--- config.mk ---
export PLATFORM = sky130hd
export DESIGN_NAME = shrink_queue
export DESIGN_NICKNAME = d
export VERILOG_FILES = /design/src/rtl/stream_pkg.sv /design/src/rtl/shrink_queue.sv
export SDC_FILE = /design/constraint.sdc
export NUM_CORES = 1
export LEC_CHECK = 0
export CORE_ASPECT_RATIO = 2
export CORE_UTILIZATION = 45
export DETAILED_ROUTE_END_ITERATION = 10
export PLACE_DENSITY_LB_ADDON = 0.2
export SLEW_MARGIN = 20
export SYNTH_ARGS = -nofsm -noshare
export SYNTH_HDL_FRONTEND = slang
export SYNTH_SLANG_ARGS = --single-unit
--- constraint.sdc ---
create_clock -name clk -period 1.61 [get_ports clk]
set_input_delay 0.2415 -clock clk [delete_from_list [all_inputs] [get_ports clk]]
set_output_delay 0.2415 -clock clk [all_outputs]
set_load 0.02 [all_outputs]
--- src/rtl/stream_pkg.sv ---
// Shared overlay stream package: serializer state encoding and the
// width-ratio helper used to size wide-to-narrow converters.
package stream_pkg;

    // Serializer state: the holding register is either empty or draining.
    typedef enum logic {
        IDLE  = 1'b0,
        DRAIN = 1'b1
    } state_t;

    // Narrow words per wide word. Returns 0 when the widths do not divide
    // evenly, so callers can reject the pairing at elaboration.
    function automatic int calc_ratio(input int in_w, input int out_w);
        if (out_w <= 0) begin
            return 0;
        end
        if ((in_w % out_w) != 0) begin
            return 0;
        end
        return in_w / out_w;
    endfunction

endpackage

--- src/rtl/shrink_queue.sv ---
// Width-reducing stream serializer. Takes one IN_WIDTH word per upstream
// handshake and emits it as MAX OUT_WIDTH words, least-significant slice
// first, with a zero-bubble reload when the last slice leaves.
module shrink_queue
    import stream_pkg::*;
#(
    parameter int IN_WIDTH  = 64,
    parameter int OUT_WIDTH = 32
) (
    input  logic                 clk,
    input  logic                 reset,
    input  logic [IN_WIDTH-1:0]  din,
    input  logic                 vld_in,
    output logic                 rdy_upward,
    output logic [OUT_WIDTH-1:0] dout,
    output logic                 vld_out,
    input  logic                 rdy_downward
);

    localparam int MAX   = calc_ratio(IN_WIDTH, OUT_WIDTH);
    localparam int IDX_W = (MAX > 2) ? $clog2(MAX) : 1;
    localparam logic [IDX_W-1:0] LAST_IDX = IDX_W'(MAX - 1);

    // Reject width pairings that do not split into at least two slices.
    if (MAX < 2) begin : g_bad_ratio
        $error("shrink_queue: IN_WIDTH must be a multiple of OUT_WIDTH with ratio >= 2");
    end

    state_t               state, state_nxt;
    logic [IN_WIDTH-1:0]  hold, hold_nxt;
    logic [IDX_W-1:0]     idx, idx_nxt;
    logic                 vld_nxt;
    logic                 up_xfer;
    logic                 dn_xfer;
    logic                 last_slice;

    assign last_slice = (idx == LAST_IDX);
    assign up_xfer    = vld_in && rdy_upward;
    assign dn_xfer    = vld_out && rdy_downward;
    assign dout       = hold[OUT_WIDTH-1:0];

    // Upstream readiness depends only on state, slice index and downstream
    // readiness, never on vld_in.
    always_comb begin
        rdy_upward = 1'b0;
        case (state)
            IDLE:    rdy_upward = 1'b1;
            DRAIN:   rdy_upward = last_slice && rdy_downward;
            default: rdy_upward = 1'b0;
        endcase
    end

    // Next-state logic: load, shift out one slice, reload or return to idle.
    always_comb begin
        // NOTE: every output of this block gets a default first, so no path
        // leaves a signal unassigned and no latch is inferred.
        state_nxt = state;
        hold_nxt  = hold;
        idx_nxt   = idx;
        vld_nxt   = vld_out;
        case (state)
            IDLE: begin
                if (up_xfer) begin
                    hold_nxt  = din;
                    idx_nxt   = '0;
                    vld_nxt   = 1'b1;
                    state_nxt = DRAIN;
                end
            end
            DRAIN: begin
                if (dn_xfer) begin
                    if (!last_slice) begin
                        hold_nxt = hold >> OUT_WIDTH;
                        idx_nxt  = idx + IDX_W'(1);
                    end else if (up_xfer) begin
                        // Last slice leaves while the next word arrives:
                        // reload in place so dout never bubbles.
                        hold_nxt = din;
                        idx_nxt  = '0;
                        vld_nxt  = 1'b1;
                    end else begin
                        hold_nxt  = '0;
                        idx_nxt   = '0;
                        vld_nxt   = 1'b0;
                        state_nxt = IDLE;
                    end
                end
            end
            default: begin
                hold_nxt  = '0;
                idx_nxt   = '0;
                vld_nxt   = 1'b0;
                state_nxt = IDLE;
            end
        endcase
    end

    // State, shift register, slice index and output-valid registers.
    always_ff @(posedge clk) begin
        if (reset) begin
            // NOTE: the data register is reset too, because dout is driven
            // straight from it and must read zero while nothing is valid.
            state   <= IDLE;
            hold    <= '0;
            idx     <= '0;
            vld_out <= 1'b0;
        end else begin
            // NOTE: non-blocking assignments so every register samples the
            // values computed before this edge.
            state   <= state_nxt;
            hold    <= hold_nxt;
            idx     <= idx_nxt;
            vld_out <= vld_nxt;
        end
    end

endmodule

==> flow_metrics.tcl, run 1 <==
set metrics [dict create \
    dpl.hpwl_um 4668 \
    cts-buffers-inserted 9 \
    finalCoreUtilization_pct 66.88 \
    busiest_layer "met2" \
    core_mm2 0.006056 \
    whs_path_depth 1 \
    instances_no_fill 429 \
    drv_cap 0 \
    fp-row-count 40 \
    power.total_mw 4.474 \
    p_comb_share_pct 19.5 \
    p_leak_nw 1.698 \
    syn_to_final_growth_pct 42.22 \
    synth_area_mm2 0.002848 \
    drt-vias-per-instance 5.210 \
    routabilityCongestion 0.7886 \
    drv_slew 0 \
    final_nets 408 \
    worst_pin_slew_ps 283.5 \
    grt_pass1_wl_um 10600 \
    synth_nets 336 \
    yosys_register_bits 67 \
    cts-root-buf "clkbuf_16" \
    endpoint_kind "primary output" \
    grt_max_degree 28 \
    antenna_left 0 \
    dp_cells 413 \
    pin_count 102 \
    finalCritPeriodShare_pct 95.73 \
    cpLargestDelayFamily "buffers and inverters" \
    ir_drop_mv 0.7020 \
    dieArea_mm2 0.006670 \
    hold_viol 0 \
    rsz0062_at_grt "false" \
    hold_end "hold[39]$_SDFFE_PP0P_" \
    port-buffer-count 101 \
    p_clk_share_pct 39.4 \
    power-per-cell-area_mw_per_mm2 1105 \
    antenna_cells 0 \
    h-tree-depth 3 \
    reg2reg_depth 5 \
    hold_buffers 0 \
    outcome "finished, final reports clean" \
    setup_ws_ps 68.74 \
    max_stage_delay_ps 650 \
    grt_use_met3_pct 4.407 \
    r2r-start "state$_SDFF_PP0_" \
    met2_usage_pct 37.78 \
    drc_errors 0 \
    routed_wl_um 6630 \
    track_usage_pct 21.16 \
    path_cells "clkdlybuf4s50_1" \
    grt_pass1_vias 2202 \
    setup-violations-final 0 \
    timing.final.crit_period_ps 1541 \
    hold_path_class "register to register" \
    vias 2235 \
    worst_ep_required_time_ps 1370 \
    critPathBufInv 1 \
    cts.sinks 67 \
    syn_inst 268 \
    initial_core_util_pct 47.02 \
    die-width_um 58.25 \
    criticalPathCategory "register to primary output" \
    clock_skew_ps 2.828 \
    worstPathArrival_ps 1300 \
    use_met1_pct 23.57 \
    swShare_pct 23.97 \
    drt_iter0_drc 119 \
    switchingPower_mw 1.072 \
    clock_path_buffers 2 \
    fmax_mhz 648.8 \
    ff2ff_setup_slack_ps 210 \
    antenna_found_initial 0 \
    worst_hold_startpoint "hold[39]$_SDFFE_PP0P_" \
    maxSlewHeadroom_pct 81.04 \
    dr.pass1.iters 4 \
    synth_area_per_cell_um2 10.63 \
    die_y_um 114.5 \
    wl_per_cell_um 15.45 \
    tritoncts "built" \
    pre_cts_ws_ps -148.4 \
    clk_pin_slew_ps 50 \
    r2r_end "hold[59]$_SDFFE_PP0P_" \
    ys.warnings.count 0 \
    p_seq_share_pct 41.0 \
    intPower_mw 3.402 \
    crit_fanout 2 \
    drive_gt1_share_pct 9.565 \
    overflow 0 \
    ys_types 21 \
    postCtsSetupBuffers 0 \
    clk_latency_ps 320 \
    start_kind "register" \
    ys_seq_area_share_pct 47.10 \
    crit_slowest_cell "clkdlybuf4s50_1" \
]
-- area by class of cell --
class / instances / area, µm²
Fill cell: 493 / 2006
Timing Repair Buffer: 115 / 1189
Clock buffer: 14 / 264.0
Multi-Input combinational cell: 146 / 1136
Clock inverter: 2 / 10.01
Sequential cell: 67 / 1343
Inverter: 1 / 3.754
Tap cell: 84 / 105.1
-- power by group through the flow --
stage                     Combinational [mW]  Clock, mW  Sequential [mW]
after floorplan                        0.563          0             1.85
after global placement                 0.868          0             1.86
after detailed placement               0.880          0             1.87
after CTS                              0.882       1.79             1.83
after global routing                   0.936       1.87             1.85
final                                  0.875       1.76             1.83
-- sequential cells by signal (all words and copies together) (netlist names) --
name     flops
hold        64
vld_out      1
idx          1
state        1
-- how the worst max path moves through the flow --
stage / from / end / slack, ps / depth (start not counted)
final: hold[0]$_SDFFE_PP0P_ / dout[0] / 70 / 1
after global routing: hold[26]$_SDFFE_PP0P_ / dout[26] / 40 / 1
after CTS: hold[26]$_SDFFE_PP0P_ / dout[26] / 60 / 1
after detailed placement: rdy_downward / rdy_upward / -150 / 4
after global placement: rdy_downward / rdy_upward / -140 / 4
after floorplan: vld_out$_SDFFE_PP0P_ / hold[32]$_SDFFE_PP0P_ / 160 / 6
-- synth_stat cells --
cell type,instances,area share [%]
nand4b_1,1,0.31
a22o_1,32,9.8
buf_6,3,1.2
and2b_1,1,0.26
clkbuf_1,5,0.66
a21bo_4,1,0.57
a2bb2oi_1,32,9.8
mux2i_1,32,11
nand2b_1,2,0.44
a21oi_1,4,0.70
buf_4,37,9.8
nor3b_2,1,0.44
o21ai_2,2,0.62
a211oi_1,1,0.26
buf_2,9,1.6
a31oi_1,1,0.22
nand2_1,3,0.40
dfxtp_1,67,47
inv_1,1,0.13
nor2b_1,1,0.22
nor2_1,32,4.2
-- layout by cell type (no fill, tap or decap), types with 3 or more instances in the layout --
master,netlist,layout
clkbuf_1,5,3
buf_4,37,8
nor2_1,32,32
clkdlybuf4s50_1,0,99
mux2i_1,32,32
a2bb2oi_1,32,32
a21oi_1,4,4
dfxtp_1,67,66
buf_12,0,6
clkbuf_16,0,9
a22o_1,32,32
nand2_1,3,3
-- cell families after synthesis --
kind of cell / share of synthesized area, %
flip-flops: 47.10
buffers and inverters: 13.31
AO/OA/AOI/OAI: 22.06
multiplexers: 11.25
AND/OR/NAND/NOR: 6.283
-- metrics by stage --
stage	hold WS, ps	instance area (µm²)	setup TNS, ps
5_1_grt	488.5	4050	0
6_report	473.2	4050	0
2_1_floorplan	374.2	2848	0
3_3_place_gp	455.1	3777	-2835
4_1_cts	474.7	4049	0
3_5_place_dp	454.0	3777	-3303
-- per-layer routing --
layer | vias to the layer above | share of wire (%)
li1 | 1084 | -
met1 | 1066 | 40
met2 | 76 | 54
met3 | 9 | 4.0
met4 | 0 | 2.1
met5 | - | 0
-- timing repair --
| item | in CTS | in global routing |
|---|---|---|
| resized for setup | 2 | 1 |
| hold endpoints to repair | 0 | 0 |
| endpoints found under the setup margin | 2 | 1 |
| cloned | 0 | 0 |
Note: power is estimated with default switching activity, not from simulation.
==> run 2, diff against run 1 <==
--- a/config.mk
+++ b/config.mk
@@ -5,8 +5,9 @@
 export SDC_FILE = /design/constraint.sdc
 export NUM_CORES = 1
 export LEC_CHECK = 0
+export ABC_AREA = 1
 export CORE_ASPECT_RATIO = 2
-export CORE_UTILIZATION = 45
+export CORE_UTILIZATION = 46
 export DETAILED_ROUTE_END_ITERATION = 10
 export PLACE_DENSITY_LB_ADDON = 0.2
 export SLEW_MARGIN = 20
==> run 2 against run 1 <==
Compared with the run above: global-route usage grew 2.4 points; utilization shrank 1.3 points; highest routed layer unchanged; first-iteration DRC count grew 7.6%; wire length grew 17%; worst hold slack lost 15 ps; critical path depth is the same; power grew 3.8%; sequential share of layout area shrank 2.2 points.
==> flow_metrics.tcl, run 2 <==
set metrics [dict create \
    regMostFlops "hold" \
    p_leak_nw 1.746 \
    drv_cap 0 \
    cts.sinks 67 \
    p_clk_share_pct 39.2 \
    postCtsSetupBuffers 0 \
    dieArea_mm2 0.007182 \
    hold_end "hold[62]$_SDFFE_PP0P_" \
    synth_area_leaders "dfxtp_1, nand2_1, a21oi_1, nand3_1, buf_4" \
    port-buffer-count 101 \
    grt_pass1_vias 3032 \
    dr.pass1.iters 4 \
    drt-vias-per-instance 4.952 \
    antenna_cells 0 \
    worst_hold_startpoint "din[62]" \
    outcome "finished, final reports clean" \
    routabilityCongestion 0.7682 \
    cts-root-buf "clkbuf_16" \
    fp-row-count 42 \
    yosysMostFrequentCell "nand2_1" \
    endpoint_kind "primary output" \
    fmax_mhz 643.7 \
    cpLargestDelayFamily "buffers and inverters" \
    yosys_register_bits 67 \
    p_seq_share_pct 40.1 \
    crit_slowest_cell "clkdlybuf4s50_1" \
    switchingPower_mw 1.237 \
    drive_gt1_share_pct 7.977 \
    clock_skew_ps 3.567 \
    synth_area_per_cell_um2 7.073 \
    rsz0062_at_grt "false" \
    vias 2981 \
    cts-buffers-inserted 9 \
    dpl-instance-area_mm2 0.004059 \
    instances_no_fill 602 \
    core_mm2 0.006621 \
    path_cells "clkdlybuf4s50_1" \
    ys.warnings.count 0 \
    intPower_mw 3.407 \
    p_comb_share_pct 20.7 \
    drt_iter0_drc 128 \
    reg2reg_depth 7 \
    power-per-cell-area_mw_per_mm2 1070 \
    power.total_mw 4.644 \
    yosys-top-cells-count "nand2_1, dfxtp_1, a21oi_1, nand3_1, inv_1" \
    whs_path_depth 3 \
    layout_common_cells "nand2_1, clkdlybuf4s50_1, dfxtp_1, nand3_1, a21oi_1" \
    initial_core_util_pct 47.43 \
    start_kind "register" \
    yosys_most_used_dff "dfxtp_1" \
    worstPathArrival_ps 1310 \
    largest_reg_flops 64 \
    yosysTopAreaCell "dfxtp_1" \
    clk_pin_slew_ps 50 \
    setup_ws_ps 56.60 \
    drv_slew 0 \
    synth_edf_count 0 \
    worst_pin_slew_ps 355.8 \
    swShare_pct 26.64 \
    fin_area_mm2 0.004339 \
    clk_latency_ps 330 \
    hold_viol 0 \
    ys_seq_area_share_pct 42.71 \
    dp_cells 587 \
    synth_nets 512 \
    syn_to_final_growth_pct 38.17 \
    maxSlewHeadroom_pct 76.28 \
    finalCritPeriodShare_pct 96.48 \
    clock_path_buffers 2 \
    crit_fanout 3 \
    setup-violations-final 0 \
    overflow 0 \
    criticalPathCategory "register to primary output" \
    syn_inst 444 \
    ys_types 15 \
    wl_per_cell_um 12.84 \
    grt_max_degree 45 \
    r2r_end "hold[14]$_SDFFE_PP0P_" \
    antenna_left 0 \
    worst_ep_required_time_ps 1370 \
    critPathBufInv 1 \
    final_common_cell "nand2_1" \
    timing.final.crit_period_ps 1553 \
    grt_pass1_wl_um 12720 \
    async_reset_ff_share_pct 0 \
    tritoncts "built" \
    max_stage_delay_ps 620 \
    final_nets 578 \
    pin_count 102 \
    track_usage_pct 23.59 \
    routed_wl_um 7731 \
    synth_top_area_share_pct 42.71 \
    ff2ff_setup_slack_ps 220 \
    die_y_um 118.9 \
    die-width_um 60.43 \
    dpl.hpwl_um 5591 \
    r2r-start "idx$_SDFFE_PP0P_" \
    drc_errors 0 \
    synth_area_mm2 0.003141 \
    ir_drop_mv 0.7266 \
    h-tree-depth 3 \
    hold_path_class "input port to register" \
    pre_cts_ws_ps -105.9 \
    antenna_found_initial 0 \
]
[run 2: changes by cell type after synthesis, moves of 11 or more]
cell and change:
a22o_1 -32, o21ai_1 +30, nand3_1 +65, nor2_1 -32
a2bb2oi_1 -32, inv_1 +35, nand2_1 +100, a21oi_1 +61
mux2i_1 -32, buf_2 +11
[run 2: how the worst max path moves through the flow]
stage / start / end / slack (ps) / depth (start not counted)
finish: vld_out$_SDFFE_PP0P_ / vld_out / 60 / 1
global route: vld_out$_SDFFE_PP0P_ / vld_out / 20 / 1
CTS: vld_out$_SDFFE_PP0P_ / vld_out / 40 / 1
detailed placement: rdy_downward / rdy_upward / -110 / 4
global placement: rdy_downward / rdy_upward / -80 / 4
floorplan: state$_SDFF_PP0_ / vld_out$_SDFFE_PP0P_ / 330 / 7
[run 2: layout make-up]
| class | instances | area [µm²] |
|---|---|---|
| Multi-Input combinational cell | 273 | 1257 |
| Clock buffer | 14 | 274.0 |
| Sequential cell | 67 | 1341 |
| Clock inverter | 1 | 7.507 |
| Timing Repair Buffer | 120 | 1202 |
| Fill cell | 617 | 2282 |
| Inverter | 39 | 146.4 |
| Tap cell | 88 | 110.1 |
[run 2: metal layers]
layer | share of wire [%] | vias up | global-route usage [%] | routed length [µm]
met1 | 36 | 1343 | 22.48 | 2801
met3 | 3.5 | 17 | 4.343 | 272
li1 | - | 1539 | - | -
met2 | 57 | 82 | 43.75 | 4438
met5 | 0 | - | 0 | 0
met4 | 2.8 | 0 | 13.35 | 220
[run 2: cells by family (layout without fill, tap and decap cells)]
logic type      count (synthesis)  in the layout  share of synthesized area [%]
buf+inv                       104            174                          17.41
compound gates                 99             99                          15.78
flops                          67             67                          42.71
simple gates                  174            174                          24.10
[run 2: per-stage QoR]
stage / util, % / setup TNS [ps] / hold slack [ps]
after floorplan: - / 0 / 379.8
after global placement: 61.30 / -78.11 / 451.9
after detailed placement: 61.30 / -172.2 / 455.0
after CTS: 65.53 / 0 / 447.9
after global routing: 65.53 / 0 / 469.5
final: 65.53 / 0 / 458.6
[run 2: worst min-delay path, stage by stage]
cell	delay (ps)
clkdlybuf4s50_1	390
inv_1	50
o21ai_1	50
[run 2: repair_timing]
item                                    CTS  global route
gates resized for setup                   1             0
hold buffers                              0             0
endpoints found under the setup margin    1             0
[run 2: power by group through the flow]
stage                     logic, mW  clock network (mW)  registers (mW)
final                         0.960                1.82            1.86
after global routing           1.06                1.92            1.88
after CTS                     0.968                1.85            1.86
after detailed placement      0.967                   0            1.90
after global placement        0.952                   0            1.89
after floorplan               0.611                   0            1.88
